## config.mk

```make
export PLATFORM = sky130hd
export DESIGN_NAME = switch_debounce
export DESIGN_NICKNAME = d
export VERILOG_FILES = /design/src/rtl/led_pkg.sv /design/src/rtl/debounce_bit.sv /design/src/rtl/switch_debounce.sv
export SDC_FILE = /design/constraint.sdc
export NUM_CORES = 1
export LEC_CHECK = 0
export CORE_ASPECT_RATIO = 1.4
export CORE_MARGIN = 3
export CORE_UTILIZATION = 45
export CTS_CLUSTER_DIAMETER = 150
export DETAILED_ROUTE_END_ITERATION = 10
export SYNTH_ARGS = -nofsm -noshare
export SYNTH_HDL_FRONTEND = slang
export SYNTH_HIERARCHICAL = 1
export SYNTH_SLANG_ARGS = --single-unit
```

## constraint.sdc

```tcl
create_clock -name clk -period 2.1 [get_ports clk]
set_input_delay 0.63 -clock clk [delete_from_list [all_inputs] [get_ports clk]]
set_output_delay 0.63 -clock clk [all_outputs]
set_load 0.005 [all_outputs]
```

## src/rtl/led_pkg.sv

```systemverilog
// Shared definitions for the switch panel / LED colour path.
package led_pkg;

    // Default geometry: one full RGB565 colour word of switches.
    localparam int unsigned WIDTH_DEFAULT     = 16;
    // 10 ms settle at 100 MHz.
    localparam int unsigned DB_CYCLES_DEFAULT = 1000000;

    // RGB565 field positions within the switch word.
    localparam int unsigned R_MSB = 15;
    localparam int unsigned R_LSB = 11;
    localparam int unsigned G_MSB = 10;
    localparam int unsigned G_LSB = 5;
    localparam int unsigned B_MSB = 4;
    localparam int unsigned B_LSB = 0;

    localparam int unsigned R_W = R_MSB - R_LSB + 1;
    localparam int unsigned G_W = G_MSB - G_LSB + 1;
    localparam int unsigned B_W = B_MSB - B_LSB + 1;

    // Colour word as seen by the LED stage.
    typedef struct packed {
        logic [R_W-1:0] r;
        logic [G_W-1:0] g;
        logic [B_W-1:0] b;
    } rgb565_t;

    // Per-bit debounce state.
    typedef enum logic {
        STABLE   = 1'b0,
        COUNTING = 1'b1
    } db_state_t;

    // Reinterpret a raw 16-bit switch word as an RGB565 colour.
    function automatic rgb565_t to_rgb565(input logic [15:0] word);
        rgb565_t c;
        c.r = word[R_MSB:R_LSB];
        c.g = word[G_MSB:G_LSB];
        c.b = word[B_MSB:B_LSB];
        return c;
    endfunction

endpackage

```

## src/rtl/debounce_bit.sv

```systemverilog
// One switch bit: two-flop synchroniser, qualification counter and state.
module debounce_bit
    import led_pkg::*;
#(
    parameter int unsigned DB_CYCLES = DB_CYCLES_DEFAULT
) (
    input  logic clk,
    input  logic rst,
    input  logic raw,
    output logic out,
    output logic update_c
);

    localparam int unsigned     CNT_W    = (DB_CYCLES > 1) ? $clog2(DB_CYCLES) : 1;
    localparam logic [CNT_W-1:0] CNT_LAST = CNT_W'(DB_CYCLES - 1);
    localparam logic [CNT_W-1:0] CNT_ONE  = CNT_W'(1);

    logic             sync1;
    logic             sync2;
    logic [CNT_W-1:0] cnt;
    db_state_t        state;

    // Bring the asynchronous pin into the clock domain.
    always_ff @(posedge clk) begin
        if (rst) begin
            sync1 <= 1'b0;
            sync2 <= 1'b0;
        end else begin
            sync1 <= raw;
            sync2 <= sync1;
        end
    end

    // Strobe for the edge on which out takes the synchronised value.
    assign update_c = (state == COUNTING) && (sync2 != out) && (cnt == CNT_LAST);

    // Qualify a level change: out flips only after DB_CYCLES consecutive mismatches.
    always_ff @(posedge clk) begin
        if (rst) begin
            state <= STABLE;
            cnt   <= '0;
            out   <= 1'b0;
        end else begin
            case (state)
                STABLE: begin
                    // First mismatching edge already counts as cycle one.
                    if (sync2 != out) begin
                        state <= COUNTING;
                        cnt   <= CNT_ONE;
                    end else begin
                        cnt   <= '0;
                    end
                end
                COUNTING: begin
                    if (sync2 == out) begin
                        state <= STABLE;
                        cnt   <= '0;
                    end else if (cnt == CNT_LAST) begin
                        out   <= sync2;
                        state <= STABLE;
                        cnt   <= '0;
                    end else begin
                        cnt   <= cnt + CNT_ONE;
                    end
                end
                default: begin
                    state <= STABLE;
                    cnt   <= '0;
                end
            endcase
        end
    end

endmodule

```

## src/rtl/switch_debounce.sv

```systemverilog
// Debounced switch panel: per-bit qualifiers, change strobe and startup valid.
module switch_debounce
    import led_pkg::*;
#(
    parameter int unsigned WIDTH     = WIDTH_DEFAULT,
    parameter int unsigned DB_CYCLES = DB_CYCLES_DEFAULT
) (
    input  logic             clk,
    input  logic             rst,
    input  logic [WIDTH-1:0] sw_raw,
    output logic [WIDTH-1:0] sw_out,
    output logic             sw_changed,
    output logic             sw_valid
);

    // Startup window covers the synchroniser plus one full qualification.
    localparam int unsigned      SU_W    = $clog2(DB_CYCLES + 2);
    localparam logic [SU_W-1:0]  SU_LAST = SU_W'(DB_CYCLES + 1);
    localparam logic [SU_W-1:0]  SU_ONE  = SU_W'(1);

    logic [WIDTH-1:0] update_c;
    logic [SU_W-1:0]  su_cnt;

    // One independent qualifier per switch bit.
    for (genvar i = 0; i < WIDTH; i++) begin : g_bit
        debounce_bit #(
            .DB_CYCLES (DB_CYCLES)
        ) u_bit (
            .clk      (clk),
            .rst      (rst),
            .raw      (sw_raw[i]),
            .out      (sw_out[i]),
            .update_c (update_c[i])
        );
    end

    // Registered so the pulse coincides with the new sw_out value.
    always_ff @(posedge clk) begin
        if (rst) begin
            sw_changed <= 1'b0;
        end else begin
            sw_changed <= |update_c;
        end
    end

    // Count cycles since reset release; valid saturates once set.
    always_ff @(posedge clk) begin
        if (rst) begin
            su_cnt   <= '0;
            sw_valid <= 1'b0;
        end else if (!sw_valid) begin
            if (su_cnt == SU_LAST) begin
                sw_valid <= 1'b1;
            end else begin
                su_cnt <= su_cnt + SU_ONE;
            end
        end
    end

endmodule

```

==> results.tsv, run 1 <==
metric	value	unit
vias_per_cell	5.46	
syn_area_per_cell	8.98	sq um
global_route.usage.met3	0.0280	
internal_pwr_total	12.6	mW
track_usage	0.183	
die-area	0.0441	sq mm
maximum_capacitance_violations	0	
first_pass_iters	4	
final_common_cell	sky130_fd_sc_hd__dfxtp_1	
synth_sequential_area_ratio	0.435	
design.core.area	0.0407	sq mm
max-vdd-ir-drop	0.508	mV
ys_warns	6	
boundaryPins	36	
detailroute.via_count	15300	
detailed_place_hpwl	29500	microns
cts_buffers	43	
fin_worst_skew	0.0108	ns
switchingPower	3.27	mW
antenna_found_initial	0	
wirelength	40300	microns
floorplan.rows	87	
tritoncts_num_sinks	406	
yosysUniqueCellTypes	50	
power_leakage	6.82	nW
timing.slew.headroom	0.639	
rsz0062_at_grt	yes	
fin_crit_sh	0.975	
clk_root_buffer_cell	sky130_fd_sc_hd__clkbuf_16	
power.sequential.fraction	0.492	
clockPowerShare	0.494	
crit_path_start_kind	flip-flop	
netlist_area	0.0187	sq mm
global_route_met2_utilization	0.342	
h-tree-depth	2	
clock_path_buffers	3	
antennaDiodeCount	0	
groute.layer.met1.usage	0.210	
ys_async_sr_fraction	0	
global_route_overflow	0	
detail_route.wl_per_cell	14.3	microns
first_global_vias	15100	
clk_latency	0.54	ns
cellPowerDensity	719	mW/mm^2
post_route_cells_drive_above_1_share	0.169	
drt_first_iter_violations	696	
filler_cell_count	3827	
ys.flop_type	sky130_fd_sc_hd__dfxtp_1	
path_max_fanout	5	
synth_edf_count	0	
tritoncts	yes	
drc	0	
outcome	finished clean	
synth_nets	2118	
x_dimension_of_the_die	178	microns
fraction_of_synthesized_cell_area_taken_by_the_top_area_cell_type	0.435	
ys_seq_elements	406	
area_growth_syn_to_layout	18.0	%
hold_class	in2reg	
power.share.switching	0.206	
fmax	489	MHz
final-setup-viol-count	0	
pwr-share-comb	0.014	
total_power	15.9	mW
synthesis.instances	2082	
die_height	247	microns
critPathArrivalTime	2.51	ns
clkSlewWorstSetupHoldPaths	0.06	ns
max_slew.worst_pin.slew	0.541	ns
worst-setup-path-type	reg2reg	
hold_buffers	0	
final_period_minus_worst_setup_slack	2.05	ns
detailedPlace.worstSlack	-0.0767	ns
final-max-slew-violation-count	0	
finalWeightedCongestion	0.853	
synth.largest_area_cell	sky130_fd_sc_hd__dfxtp_1	
globalRoute.busiestLayer	met2	
end_kind	flip-flop	
floorplan.initialDensity	0.459	
most-common-layout-cells	391 x sky130_fd_sc_hd__dfxtp_1, 284 x sky130_fd_sc_hd__nor2_1, 151 x sky130_fd_sc_hd__xnor2_1, 143 x sky130_fd_sc_hd__buf_4, 116 x sky130_fd_sc_hd__nand3_1	
synth.area.top_cells	sky130_fd_sc_hd__dfxtp_1 43%, sky130_fd_sc_hd__xnor2_1 7.1%, sky130_fd_sc_hd__nor2_1 5.7%	
utilization	0.542	
final_antenna_net_count	0	
critPathRequiredTime	2.56	ns
port_buffers	35	
maximum_number_of_pins_on_one_net_before_global_route_repair	24	
finish.net_count	2279	
grt_pass1_wl	69000	microns
finalWorstSetupSlack	0.0532	ns
hold_viol_final	0	
## final timing paths
check                                from  slack (ns)                     to  cells past startpoint
setup / recovery  g_bit[13].u_bit/cnt[11]        0.05             sw_changed                      5
hold / removal                        rst        0.34   g_bit[4].u_bit/sync1                      2
setup reg to reg  g_bit[13].u_bit/cnt[11]        0.05             sw_changed                      5
hold reg to reg     g_bit[15].u_bit/sync1        0.43  g_bit[15].u_bit/sync2                      1
## worst max-delay path, cell delays in order (launching register included)
cell and delay, ns:
sky130_fd_sc_hd__dfxtp_1 0.35, sky130_fd_sc_hd__or4_4 0.53, sky130_fd_sc_hd__or4_4 0.56, sky130_fd_sc_hd__nor3_4 0.22
sky130_fd_sc_hd__nor4_1 0.12, sky130_fd_sc_hd__a41oi_1 0.18
## layout make-up
type                       count  area (sq um)  share of cell area
timing repair buffer         184          1550              0.0704
sequential                   406          8150               0.370
inverter                      87           327              0.0148
clock inverter                22           262              0.0119
tap                          534           668              0.0303
clock buffer                  57          1220              0.0552
multi-input combinational   1521          9880               0.448
## state kept, by name (all words and copies together), names as in the netlist
| name | count |
|---|---|
| g_bit.u_bit/out | 16 |
| g_bit.u_bit/state | 16 |
| g_bit.u_bit/cnt | 320 |
| su_cnt | 20 |
| sw_changed | 1 |
| sw_valid | 1 |
| g_bit.u_bit/sync1 | 16 |
| g_bit.u_bit/sync2 | 16 |
## routing by layer
| metal | wire length, microns | part of all wire |
|---|---|---|
| met2 | 20700 | 0.51 |
| met1 | 17300 | 0.43 |
| met4 | 1190 | 0.029 |
| met5 | 0 | 0 |
| met3 | 1160 | 0.029 |
## synthesized netlist by cell type, types with 53 or more instances
| master | number |
|---|---|
| sky130_fd_sc_hd__o31ai_1 | 53 |
| sky130_fd_sc_hd__nand4_1 | 96 |
| sky130_fd_sc_hd__a21oi_1 | 103 |
| sky130_fd_sc_hd__xor2_1 | 82 |
| sky130_fd_sc_hd__nor2_1 | 284 |
| sky130_fd_sc_hd__xnor2_1 | 151 |
| sky130_fd_sc_hd__nand3_1 | 116 |
| sky130_fd_sc_hd__nand2_1 | 90 |
| sky130_fd_sc_hd__dfxtp_1 | 406 |
| sky130_fd_sc_hd__inv_1 | 87 |
| sky130_fd_sc_hd__or4_1 | 55 |
| sky130_fd_sc_hd__nor4_1 | 72 |
## power groups by stage
stage	Sequential [mW]	Combinational, mW	Clock, mW
CTS	7.80	0.230	8.10
detailed placement	7.98	0.226	0
global route	7.81	0.257	8.38
finish	7.80	0.228	7.83
global placement	7.97	0.223	0
floorplan	7.96	0.108	0
## per-stage QoR
stage	std cells	TNS [ns]	instance area [sq um]	hold slack, ns
floorplan	2082	0	18700	0.414
CTS	2809	0	22000	0.301
detailed placement	2730	-0.0767	20400	0.420
global route	2811	-0.0210	22100	0.307
global placement	2730	-0.0723	20400	0.419
finish	2811	0	22100	0.337
## kinds of logic (layout without fill, tap and decap cells)
kind of cell             Yosys count  after routing  synth area share
AND/OR/NAND/NOR                 1020           1020             0.321
flip-flops                       406            406             0.435
adder cells (fa/ha/maj)           18             18            0.0120
buffers and inverters            155            350            0.0419
AO/OA/AOI/OAI                    250            250            0.0810
XOR/XNOR                         233            233             0.109
## what timing repair did
| item | 4_1_cts | 5_1_grt |
|---|---|---|
| resized for setup | 27 | 25 |
| setup buffers | 0 | 2 |
| pin swaps | 4 | 15 |
| setup endpoints to repair | 16 | 77 |
Note: power is estimated with default switching activity, not from simulation.
==> run 2: changes to the inputs <==
--- a/config.mk
+++ b/config.mk
@@ -10,7 +10,7 @@
 export CORE_UTILIZATION = 45
 export CTS_CLUSTER_DIAMETER = 150
 export DETAILED_ROUTE_END_ITERATION = 10
+export PLACE_DENSITY_LB_ADDON = 0.05
 export SYNTH_ARGS = -nofsm -noshare
 export SYNTH_HDL_FRONTEND = slang
-export SYNTH_HIERARCHICAL = 1
 export SYNTH_SLANG_ARGS = --single-unit
==> results.tsv, run 2 <==
metric	value	unit
wirelength	33300	microns
design.core.area	0.0379	sq mm
max_slew.worst_pin.slew	0.533	ns
utilization	0.538	
drc	0	
crit_chain	clkdlybuf4s50_1	
yosysUniqueCellTypes	54	
vias_per_cell	5.01	
timing.slew.headroom	0.641	
worst-setup-path-type	reg2out	
critPathArrivalTime	1.42	ns
path_max_fanout	3	
grt_pass1_wl	58200	microns
outcome	finished clean	
global_route_overflow	0	
filler_cell_count	3553	
synth_mux_area_frac	0.00919	
globalRoute.busiestLayer	met2	
largest_register_ffs	320	
reg2reg_slack	0.07	ns
track_usage	0.165	
clk_root_buffer_cell	sky130_fd_sc_hd__clkbuf_16	
crit_path_start_kind	flip-flop	
first_pass_iters	4	
power.share.switching	0.205	
max-vdd-ir-drop	0.600	mV
tritoncts_num_sinks	406	
finalWorstSetupSlack	0.0450	ns
synth_nets	1993	
dominant_combinational_cell_family_by_area_after_synthesis	simple AND/OR/NAND/NOR gates	
x_dimension_of_the_die	172	microns
synth_compound_area_frac	0.0266	
ys_seq_elements	406	
switchingPower	3.14	mW
drt_first_iter_violations	471	
instances_no_fill	2621	
final_common_cell	sky130_fd_sc_hd__dfxtp_1	
hp-start	g_bit[5].u_bit.sync1	
layout_top_registers	g_bit.u_bit.cnt x320, su_cnt x20	
multiInputGateArea	0.00885	sq mm
internal_pwr_total	12.2	mW
final_period_minus_worst_setup_slack	2.05	ns
place_inst	2545	
ys.flop_type	sky130_fd_sc_hd__dfxtp_1	
cts_buffers	43	
hold_buffers	0	
r2r-start	g_bit[2].u_bit.cnt[6]	
finish.net_count	2110	
detail_route.wl_per_cell	12.7	microns
fin_crit_sh	0.979	
detailedPlace.worstSlack	-0.0471	ns
area_growth_syn_to_layout	17.0	%
cp_slowest_stage_delay	0.50	ns
floorplan.initialDensity	0.459	
groute.layer.met1.usage	0.191	
synthAdderAreaFrac	0.0129	
power_leakage	6.75	nW
synthesis.instances	1957	
antennaDiodeCount	0	
cpMaxStageDelayCell	sky130_fd_sc_hd__clkdlybuf4s50_1	
final_antenna_net_count	0	
fin_worst_skew	0.00989	ns
final-max-slew-violation-count	0	
synth.largest_area_cell	sky130_fd_sc_hd__dfxtp_1	
global_route_met2_utilization	0.311	
synthXorXnorAreaFrac	0.151	
ys_async_sr_fraction	0	
global_route.usage.met3	0.0288	
cellPowerDensity	751	mW/mm^2
tritoncts	yes	
total_power	15.3	mW
count_of_cell_instances_traversed_by_the_critical_path	1	
clockPowerShare	0.481	
synth_simple_gate_area_share	0.303	
die_height	239	microns
most-common-layout-cells	392 x sky130_fd_sc_hd__dfxtp_1, 373 x sky130_fd_sc_hd__nor2_1, 152 x sky130_fd_sc_hd__xnor2_1, 149 x sky130_fd_sc_hd__xor2_1, 111 x sky130_fd_sc_hd__nand2_1	
path_delay_family	buffers and inverters	
hold_viol_final	0	
boundaryPins	36	
floorplan.rows	84	
final-setup-viol-count	0	
die-area	0.0412	sq mm
synth_sequential_area_ratio	0.466	
h-tree-depth	2	
netlist_area	0.0174	sq mm
synth_edf_count	0	
detailroute.via_count	13100	
end_kind	output port	
ys_warns	0	
crit-reg2reg-capture	g_bit[2].u_bit.out	
clk_latency	0.54	ns
fraction_of_synthesized_cell_area_taken_by_the_top_area_cell_type	0.466	
ff2ff_path_depth	5	
setup.worst_path.end	sw_out[8]	
clkSlewWorstSetupHoldPaths	0.06	ns
power.sequential.fraction	0.508	
hold_class	reg2reg	
clock_path_buffers	3	
synth.area.top_cells	sky130_fd_sc_hd__dfxtp_1 47%, sky130_fd_sc_hd__nor2_1 8.0%, sky130_fd_sc_hd__xnor2_1 7.6%	
finalSetupTns	0	ns
fmax	487	MHz
most_frequent_cell_after_synthesis	sky130_fd_sc_hd__dfxtp_1	
post_route_cells_drive_above_1_share	0.0983	
finalWeightedCongestion	0.755	
antenna_found_initial	0	
first_global_vias	13100	
pwr-share-comb	0.011	
detailed_place_hpwl	23500	microns
rsz0062_at_grt	no	
timing.critical_path.buf_inv	1	
netlist_top_cells_count	406 x sky130_fd_sc_hd__dfxtp_1, 373 x sky130_fd_sc_hd__nor2_1, 152 x sky130_fd_sc_hd__xnor2_1	
area.sequential	0.00816	sq mm
maximum_number_of_pins_on_one_net_before_global_route_repair	30	
cts_post_setup_buffers_inserted	0	
critPathRequiredTime	1.47	ns
maximum_capacitance_violations	0	
timing.critical_path.from	g_bit[8].u_bit.out	
port_buffers	35	
regMostFlops	g_bit.u_bit.cnt	
syn_area_per_cell	8.90	sq um
==> run 2: worst min-delay path by stage <==
| stage | to | cells past startpoint |
|---|---|---|
| floorplan | g_bit[0].u_bit.sync2 | 1 |
| global placement | g_bit[12].u_bit.sync2 | 1 |
| detailed placement | g_bit[5].u_bit.sync2 | 1 |
| CTS | g_bit[12].u_bit.sync2 | 2 |
| global route | g_bit[7].u_bit.out | 2 |
| finish | g_bit[5].u_bit.sync2 | 1 |
==> run 2: logic make-up (layout without fill, tap and decap cells) <==
family / Yosys count / in the layout
and+or+nand+nor: 1027 / 1027
DFF: 406 / 406
xor gates and xnor gates: 301 / 301
buffers and inverters: 112 / 260
AOI/OAI and AO/OA: 77 / 77
adders and majority gates: 18 / 18
muxes: 16 / 16
==> run 2: layout make-up <==
class / count / area share
clock buffers: 63 / 0.0629
clock inverters: 13 / 0.00454
repair buffers: 125 / 0.0560
well taps: 516 / 0.0317
multi-input cells: 1439 / 0.434
flip-flops and latches: 406 / 0.400
inverters: 59 / 0.0109
==> run 2: per-layer routing <==
layer  vias up  wire length (microns)  part of all wire
li1       6841                      -                 -
met1      6146                  14500              0.43
met2       101                  17200              0.52
met3        52                    945             0.028
met4         0                    651             0.020
met5         -                      0                 0
==> run 2: metrics by stage <==
stage	cell area [sq um]	hold slack, ns
2_1_floorplan	17400	0.414
3_3_place_gp	18900	0.419
3_5_place_dp	18900	0.423
4_1_cts	20300	0.426
5_1_grt	20400	0.443
6_report	20400	0.437
==> run 2: repair_timing <==
action | CTS | global route
resized for setup | 18 | 21
pin swaps | 0 | 3
endpoints found under the setup margin | 33 | 56
==> run 2: power by group through the flow <==
stage	registers (mW)	clock network, mW	logic, mW
floorplan	7.95	0	0.0957
global placement	7.96	0	0.168
detailed placement	7.96	0	0.171
CTS	7.78	7.64	0.171
global route	7.78	7.97	0.189
finish	7.78	7.37	0.168
==> run 3: changes to the inputs <==
--- a/config.mk
+++ b/config.mk
@@ -7,7 +7,7 @@
 export LEC_CHECK = 0
 export CORE_ASPECT_RATIO = 1.4
 export CORE_MARGIN = 3
-export CORE_UTILIZATION = 45
+export CORE_UTILIZATION = 60
 export CTS_CLUSTER_DIAMETER = 150
 export DETAILED_ROUTE_END_ITERATION = 10
 export PLACE_DENSITY_LB_ADDON = 0.05
==> results.tsv, run 3 (synthesis results as in run 2) <==
metric	value	unit
crit-reg2reg-capture	sw_changed	
reg2reg_slack	0.09	ns
ff2ff_path_depth	5	
tritoncts_num_sinks	406	
boundaryPins	36	
fmax	484	MHz
regMostFlops	g_bit.u_bit.cnt	
x_dimension_of_the_die	150	microns
h-tree-depth	2	
critPathRequiredTime	1.47	ns
timing.critical_path.buf_inv	1	
floorplan.rows	73	
fin_crit_sh	0.983	
most-common-layout-cells	391 x sky130_fd_sc_hd__dfxtp_1, 373 x sky130_fd_sc_hd__nor2_1, 152 x sky130_fd_sc_hd__xnor2_1, 149 x sky130_fd_sc_hd__xor2_1, 111 x sky130_fd_sc_hd__nand2_1	
post_route_cells_drive_above_1_share	0.0921	
design.core.area	0.0285	sq mm
total_power	15.1	mW
clockPowerShare	0.473	
cp_slowest_stage_delay	0.52	ns
area_growth_syn_to_layout	15.0	%
hold_buffers	0	
wirelength	32100	microns
drt_first_iter_violations	521	
power_leakage	6.60	nW
global_route_overflow	0	
detail_route.wl_per_cell	13.1	microns
hold_slack	0.427	ns
tritoncts	yes	
crit_chain	clkdlybuf4s50_1	
finalWeightedCongestion	0.839	
hold_viol_final	0	
final_common_cell	sky130_fd_sc_hd__dfxtp_1	
internal_pwr_total	12.1	mW
grt_pass1_wl	56200	microns
layout_top_registers	g_bit.u_bit.cnt x320, su_cnt x20	
clock_path_buffers	3	
pwr-share-comb	0.011	
worst-setup-path-type	reg2out	
antennaDiodeCount	0	
detailroute.via_count	13200	
fin_worst_skew	0.0144	ns
final-max-slew-violation-count	0	
hold_depth	1	
maximum_capacitance_violations	0	
die-area	0.0312	sq mm
first_pass_iters	4	
final_antenna_net_count	0	
die_height	208	microns
vias_per_cell	5.38	
cts_buffers	39	
maximum_number_of_pins_on_one_net_before_global_route_repair	24	
end_kind	output port	
clk_root_buffer_cell	sky130_fd_sc_hd__clkbuf_16	
hold_class	reg2reg	
filler_cell_count	2310	
path_max_fanout	3	
floorplan.initialDensity	0.611	
antenna_found_initial	0	
cpMaxStageDelayCell	sky130_fd_sc_hd__clkdlybuf4s50_1	
detailed_place_hpwl	22300	microns
timing.slew.headroom	0.646	
max_slew.worst_pin.slew	0.526	ns
drc	0	
clkSlewWorstSetupHoldPaths	0.06	ns
max-vdd-ir-drop	0.701	mV
whs_endpoint	g_bit[3].u_bit.sync2	
path_delay_family	buffers and inverters	
first_global_vias	13000	
outcome	finished clean	
final-setup-viol-count	0	
hp-start	g_bit[3].u_bit.sync1	
power.sequential.fraction	0.516	
largest_register_ffs	320	
port_buffers	35	
critPathArrivalTime	1.44	ns
final_period_minus_worst_setup_slack	2.07	ns
r2r-start	g_bit[2].u_bit.cnt[6]	
track_usage	0.207	
finish.net_count	2093	
switchingPower	3.01	mW
cellPowerDensity	752	mW/mm^2
crit_path_start_kind	flip-flop	
clk_latency	0.53	ns
power.share.switching	0.199	
-- run 3: power groups by stage --
| stage | registers [mW] | clock network, mW | logic, mW |
|---|---|---|---|
| 6_report | 7.78 | 7.13 | 0.164 |
| 5_1_grt | 7.78 | 7.62 | 0.185 |
| 4_1_cts | 7.78 | 7.33 | 0.167 |
| 3_5_place_dp | 7.96 | 0 | 0.167 |
| 3_3_place_gp | 7.96 | 0 | 0.163 |
| 2_1_floorplan | 7.95 | 0 | 0.0957 |
-- run 3: worst max path at each step --
stage / endpoint / from / cells past startpoint / slack (ns)
6_report: sw_out[8] / g_bit[8].u_bit.out / 1 / 0.03
5_1_grt: sw_changed / g_bit[11].u_bit.cnt[8] / 5 / -0.01
4_1_cts: sw_changed / g_bit[2].u_bit.cnt[6] / 5 / 0.003
3_5_place_dp: sw_changed / g_bit[12].u_bit.cnt[0] / 7 / -0.18
3_3_place_gp: sw_changed / g_bit[5].u_bit.cnt[8] / 7 / -0.1
2_1_floorplan: g_bit[2].u_bit.cnt[17] / g_bit[2].u_bit.cnt[6] / 5 / 0.07
-- run 3: per-stage QoR --
step	utilization	TNS, ns	setup WS [ns]	instances	instance area (sq um)
after floorplan	-	0	0.0717	1957	17400
after global placement	0.653	-0.126	-0.0976	2390	18600
after detailed placement	0.653	-0.874	-0.179	2390	18600
after CTS	0.701	0	0.00267	2459	20000
after global routing	0.703	-0.0153	-0.0124	2459	20000
final	0.703	0	0.0347	2459	20000
-- run 3: cell type report --
type	instances	area, sq um	share of cell area
clock buffers	49	1110	0.0552
clock inverters	19	214	0.0107
inverters	59	221	0.0111
multi-input cells	1439	8850	0.442
flip-flops and latches	406	8150	0.407
well taps	375	469	0.0234
repair buffers	112	1030	0.0513
-- run 3: repair_timing --
action	4_1_cts	5_1_grt
setup endpoints to repair	29	52
buffers inserted	1	0
pin swaps	1	1
resized for setup	13	19
-- run 3: per-layer routing --
metal | routed length [microns] | global-route usage | share of wire | vias to the layer above
li1 | - | - | - | 6824
met1 | 13800 | 0.244 | 0.43 | 6226
met2 | 16600 | 0.381 | 0.52 | 122
met3 | 853 | 0.0314 | 0.027 | 55
met4 | 810 | 0.0673 | 0.025 | 0
met5 | 0 | 0 | 0 | -
